File: config.mk
export PLATFORM = sky130hd
export DESIGN_NAME = id_ex_pipe
export DESIGN_NICKNAME = d
export VERILOG_FILES = /design/src/rtl/id_ex_pipe.sv
export SDC_FILE = /design/constraint.sdc
export NUM_CORES = 1
export LEC_CHECK = 0
export ABC_AREA = 1
export CAP_MARGIN = 40
export CORE_AREA = 2 2 133 135
export DETAILED_ROUTE_END_ITERATION = 8
export DIE_AREA = 0 0 135 137
export GPL_TIMING_DRIVEN = 0
export MAX_ROUTING_LAYER = met4
export PLACE_DENSITY = 0.74
export SLEW_MARGIN = 20
export SYNTH_ARGS = -nofsm -noshare
export SYNTH_HDL_FRONTEND = slang
export SYNTH_SLANG_ARGS = --single-unit
File: constraint.sdc
create_clock -name clk_i -period 1.5 [get_ports clk_i]
set_input_delay 0.3 -clock clk_i [delete_from_list [all_inputs] [get_ports clk_i]]
set_output_delay 0.3 -clock clk_i [all_outputs]
set_load 0.005 [all_outputs]
File: src/rtl/id_ex_pipe.sv
`default_nettype none
// ============================================================================
// Module   : id_ex_pipe
// Purpose  : ID/EX pipeline register of the 5-stage MIPS core. Carries the
//            decoder controls, register-file operands, immediate, PC+4 and
//            register-field indices into EX. Detects load-use hazards
//            (stalls PC and IF/ID, inserts a bubble into EX), honours a
//            branch flush from MEM, and keeps a saturating bubble count.
// Ports    : clk_i/rst_i         clock, async active-low reset
//            instr_i             IF/ID instruction word
//            pc_plus4_i, rs_data_i, rt_data_i, imm_i   ID datapath values
//            RegWrite_i..ALU_op_i                      decoder controls
//            flush_i             branch taken in MEM, kill ID instruction
//            *_o                 registered EX-stage copies
//            valid_o             EX holds a real (non-bubble, non-nop) instr
//            stall_o             combinational hold request for PC and IF/ID
//            bubble_cnt_o        saturating count of load-use bubbles
// Revision : 1.0  initial release
// ============================================================================
module id_ex_pipe #(
  parameter int DW = 32,
  parameter int CW = 16
) (
  input  logic          clk_i,
  input  logic          rst_i,
  input  logic [31:0]   instr_i,
  input  logic [DW-1:0] pc_plus4_i,
  input  logic [DW-1:0] rs_data_i,
  input  logic [DW-1:0] rt_data_i,
  input  logic [DW-1:0] imm_i,
  input  logic          RegWrite_i,
  input  logic          ALUSrc_i,
  input  logic          RegDst_i,
  input  logic          Branch_i,
  input  logic          MemRead_i,
  input  logic          MemWrite_i,
  input  logic          MemtoReg_i,
  input  logic [1:0]    ALU_op_i,
  input  logic          flush_i,
  output logic          RegWrite_o,
  output logic          ALUSrc_o,
  output logic          RegDst_o,
  output logic          Branch_o,
  output logic          MemRead_o,
  output logic          MemWrite_o,
  output logic          MemtoReg_o,
  output logic [1:0]    ALU_op_o,
  output logic [DW-1:0] pc_plus4_o,
  output logic [DW-1:0] rs_data_o,
  output logic [DW-1:0] rt_data_o,
  output logic [DW-1:0] imm_o,
  output logic [4:0]    rs_o,
  output logic [4:0]    rt_o,
  output logic [4:0]    rd_o,
  output logic [5:0]    funct_o,
  output logic          valid_o,
  output logic          stall_o,
  output logic [CW-1:0] bubble_cnt_o
);

  localparam logic [5:0] c_OP_RTYPE = 6'd0;
  localparam logic [5:0] c_OP_BEQ   = 6'd4;
  localparam logic [5:0] c_OP_SW    = 6'd43;

  // Control bundle: {RegWrite, ALUSrc, RegDst, Branch, MemRead, MemWrite,
  //                  MemtoReg, ALU_op[1:0]}
  logic [8:0]    r_ctl;
  logic [DW-1:0] r_pc_plus4;
  logic [DW-1:0] r_rs_data;
  logic [DW-1:0] r_rt_data;
  logic [DW-1:0] r_imm;
  logic [4:0]    r_rs;
  logic [4:0]    r_rt;
  logic [4:0]    r_rd;
  logic [5:0]    r_funct;
  logic          r_valid;
  logic [CW-1:0] r_bubble_cnt;

  logic [8:0]    w_ctl_in;
  logic [5:0]    w_op;
  logic [4:0]    w_id_rs;
  logic [4:0]    w_id_rt;
  logic          w_uses_rt;
  logic          w_hazard;
  logic          w_stall;
  logic          w_kill;

  assign w_ctl_in = {RegWrite_i, ALUSrc_i, RegDst_i, Branch_i, MemRead_i,
                     MemWrite_i, MemtoReg_i, ALU_op_i};

  assign w_op    = instr_i[31:26];
  assign w_id_rs = instr_i[25:21];
  assign w_id_rt = instr_i[20:16];

  // Only R-type, beq and sw read rt as a source; for I-type ALU ops and
  // loads the rt field is a destination and must not trigger a stall.
  assign w_uses_rt = (w_op == c_OP_RTYPE) || (w_op == c_OP_BEQ) ||
                     (w_op == c_OP_SW);

  assign w_hazard = r_ctl[4] && (r_rt != 5'd0) && (instr_i != 32'd0) &&
                    ((r_rt == w_id_rs) || (w_uses_rt && (r_rt == w_id_rt)));

  // A flush already kills the ID instruction, so stalling it would be moot.
  assign w_stall = w_hazard && !flush_i;
  assign w_kill  = flush_i || w_stall;

  always_ff @(posedge clk_i or negedge rst_i) begin
    if (!rst_i) begin
      r_ctl        <= '0;
      r_pc_plus4   <= '0;
      r_rs_data    <= '0;
      r_rt_data    <= '0;
      r_imm        <= '0;
      r_rs         <= '0;
      r_rt         <= '0;
      r_rd         <= '0;
      r_funct      <= '0;
      r_valid      <= 1'b0;
      r_bubble_cnt <= '0;
    end else begin
      // Data and indices are captured unconditionally so a bubble still
      // carries deterministic (if unused) payload.
      r_pc_plus4 <= pc_plus4_i;
      r_rs_data  <= rs_data_i;
      r_rt_data  <= rt_data_i;
      r_imm      <= imm_i;
      r_rs       <= w_id_rs;
      r_rt       <= w_id_rt;
      r_rd       <= instr_i[15:11];
      r_funct    <= instr_i[5:0];

      if (w_kill) begin
        r_ctl   <= '0;
        r_valid <= 1'b0;
      end else begin
        r_ctl   <= w_ctl_in;
        r_valid <= (instr_i != 32'd0);
      end

      if (w_stall && (r_bubble_cnt != {CW{1'b1}})) begin
        r_bubble_cnt <= r_bubble_cnt + CW'(1);
      end
    end
  end

  assign RegWrite_o   = r_ctl[8];
  assign ALUSrc_o     = r_ctl[7];
  assign RegDst_o     = r_ctl[6];
  assign Branch_o     = r_ctl[5];
  assign MemRead_o    = r_ctl[4];
  assign MemWrite_o   = r_ctl[3];
  assign MemtoReg_o   = r_ctl[2];
  assign ALU_op_o     = r_ctl[1:0];
  assign pc_plus4_o   = r_pc_plus4;
  assign rs_data_o    = r_rs_data;
  assign rt_data_o    = r_rt_data;
  assign imm_o        = r_imm;
  assign rs_o         = r_rs;
  assign rt_o         = r_rt;
  assign rd_o         = r_rd;
  assign funct_o      = r_funct;
  assign valid_o      = r_valid;
  assign stall_o      = w_stall;
  assign bubble_cnt_o = r_bubble_cnt;

endmodule
`default_nettype wire

==> reports/results.ini <==
[sta]
worstMarginPinSlew_ns=0.607
fin_skew_ns=0.0135
finalCritPeriodShare_pct=127
hold_violations=0
max_slew_margin_pct=59.5
hold_ws_ns=0.0737
fin_setup_tns_ns=-7.06
period_minus_slack_ns=1.91
timing.fmax_mhz=524
rsz0062_at_grt=true
setup_ws_ns=-0.410
slew_viol_final=0
setup_viol=27

[die]
core-area_um2=17100
std_cell_rows=48
die_area_um2=18500
initial_core_util_pct=31.6
num_io_pins=348
die_h_um=137
dieWidth_um=135

[run_status]
violations=negative setup slack
outcome=finished with violations

[clocking]
cts-root-buf=clkbuf_16
clock_path_buffers=2
worstSkewPairLatency_ns=0.42
clock-sinks=175
htree_levels=4
cts_tree=yes
numCtsBuffers=17
clk_pin_slew_ns=0.07

[yosys]
syn_area_um2=5390
synthCells=383
ys_seq_area_share_pct=81.3
syn_nets=556
syn_avg_cell_area_um2=14.1
synth_seq_cells=175
synth.distinct_cells=22
ys_warn_count=0

[worst_setup_path]
cp-end-kind=primary output
setup.worst_path.class=flip-flop to primary output
cp_slowest_cell=dfrtp_2
worst_path_most_repeated_cell=nand2_2
path_cells=xnor2_2 > nand2_2 > nor2_4 > nand3_2 > nand2_2 > nand3_4 > inv_2 > buf_6
arrival_ns=1.61
crit_fanout=3
crit_required_ns=1.20
crit_path_max_incr_delay_ns=0.44
startpoint_type=flip-flop

[route]
route.detailed.drc=0
wl_per_cell_um=16.8
via_per_inst=4.11
num_vias=4179
antenna_left=0
dr.pass1.iters=4
routed_wl_mm=17.1
drt_iter0_markers=155

[cells_and_area]
syn2layout_area_growth_pct=82.7
finalInstanceArea_um2=9840
final_cells=1018
drive_above_1_share_pct=12.7
final_nets=952

[placement]
gp_congestion=0.831
placedCellCount=956
dpl_cell_area_um2=9180
dp_hpwl_mm=13.3
io_buffer_count=347

[grt]
grt_pass1_wl_mm=24.5
first_global_vias=4135
grt_usage_pct=18.9
antenna_found_initial=3
grt_overflow=0
grt_max_degree=101

[min_path]
hold_class=primary input to flip-flop

[run]
maxCapViolCount=0

[power]
power_density_nw_per_um2=1070
finalPower_mw=10.5
vdd_drop_max_uv=704
p_leak_nw=4.78

==> kinds of logic (layout without fill, tap and decap cells) <==
| group | after synthesis | count (layout) | synth area share [%] |
|---|---|---|---|
| xor gates and xnor gates | 21 | 21 | 3.42 |
| adders and majority gates | 1 | 1 | 0.232 |
| DFF | 175 | 175 | 81.3 |
| and+or+nand+nor | 153 | 153 | 12.4 |
| other | 0 | 3 | 0 |
| AOI/OAI and AO/OA | 2 | 2 | 0.186 |
| buffers and inverters | 31 | 438 | 2.44 |
==> final timing paths <==
| check | start | endpoint | slack [ns] | cells past startpoint |
|---|---|---|---|---|
| setup / recovery | rt_o[1] | stall_o | -0.41 | 8 |
| hold / removal | instr_i[21] | rs_o[0] | 0.07 | 1 |
| setup reg to reg | rt_o[1] | bubble_cnt_o[9] | -0.35 | 11 |
| hold reg to reg | bubble_cnt_o[1] | bubble_cnt_o[1] | 0.56 | 2 |
| max in group asynchronous | rst_i | pc_plus4_o[1] | 0.20 | 3 |
| min in group asynchronous | rst_i | funct_o[5] | 0.41 | 2 |
==> layout by cell type (no fill, tap or decap), types with 3 or more instances in the layout <==
master	count
nor2_4	3
inv_1	27
clkbuf_16	17
buf_6	5
dlygate4sd2_1	173
diode_2	3
nand2_2	4
xor2_1	17
dlymetal6s2s_1	3
clkinvlp_4	3
dfrtp_1	169
nand3_1	7
dfrtp_2	6
nor2_1	38
clkdlybuf4s50_1	165
nand2_1	78
nand4_1	3
buf_4	26
nand3_2	3
inv_8	3
xnor2_1	3
nor2_2	7
nor3_1	4
==> registers in the layout, summed over array words and instances (netlist names), 6 cells and up <==
| register | cells |
|---|---|
| rs_data_o | 32 |
| r_ctl | 9 |
| imm_o | 32 |
| pc_plus4_o | 32 |
| bubble_cnt_o | 16 |
| funct_o | 6 |
| rt_data_o | 32 |
==> per-layer routing <==
layer  wire length, um  global-route usage, %
met5                 0                      -
met2              8690                   31.3
met4               453                   7.47
met1              6340                   20.1
met3              1660                   8.26
==> metrics by stage <==
step	utilization, %	setup slack [ns]
after global routing	57.7	-0.515
after global placement	53.6	-6.99
final	57.7	-0.410
after detailed placement	53.8	-0.917
after floorplan	-	0.0200
after CTS	57.3	-0.436
==> timing repair <==
action,4_1_cts,5_1_grt
hold buffers,1,0
setup endpoints to repair,202,29
hold endpoints to repair,75,0
gates resized for setup,199,21
pin swaps,6,7
buffers inserted,25,3
==> critical path: cells and delay by family, from the launching register on <==
kind	cells	cell delay (ns)
flops	1	0.44
simple gates	5	0.44
xor+xnor	1	0.18
buf+inv	2	0.14
==> synth_stat cells <==
master      n  area share, %
dfrtp_1   175             81
nand2_1    79            5.5
nor2_1     45            3.1
inv_1      29            2.0
xor2_1     17            2.8
nand3_1     9           0.84
nor3_1      4           0.37
xnor2_1     4           0.65
nand2_2     3           0.35
nand4_1     3           0.35
buf_6       2           0.42
nand3_2     2           0.37
nor2_2      2           0.23
and3b_2     1           0.19
ha_1        1           0.23
nand3b_1    1           0.14
nand4_2     1           0.23
nor2_4      1           0.21
nor3_2      1           0.19
nor3_4      1           0.30
o21ai_0     1          0.093
o21ai_1     1          0.093
==> layout make-up <==
cell class	instances	area, um^2
plain buffers	2	22.5
clock inverters	12	151
well taps	225	282
diodes	3	7.51
clock buffers	18	439
inverters	29	109
flip-flops and latches	175	4390
multi-input cells	177	936
repair buffers	377	3510
fillers	1471	7220
==> power breakdown <==
group	total [mW]	switching [mW]	internal, mW
Sequential	5.00	0.0648	4.94
Combinational	1.06	0.389	0.674
Clock	4.43	1.90	2.53
(Power assumes the default switching activity.)
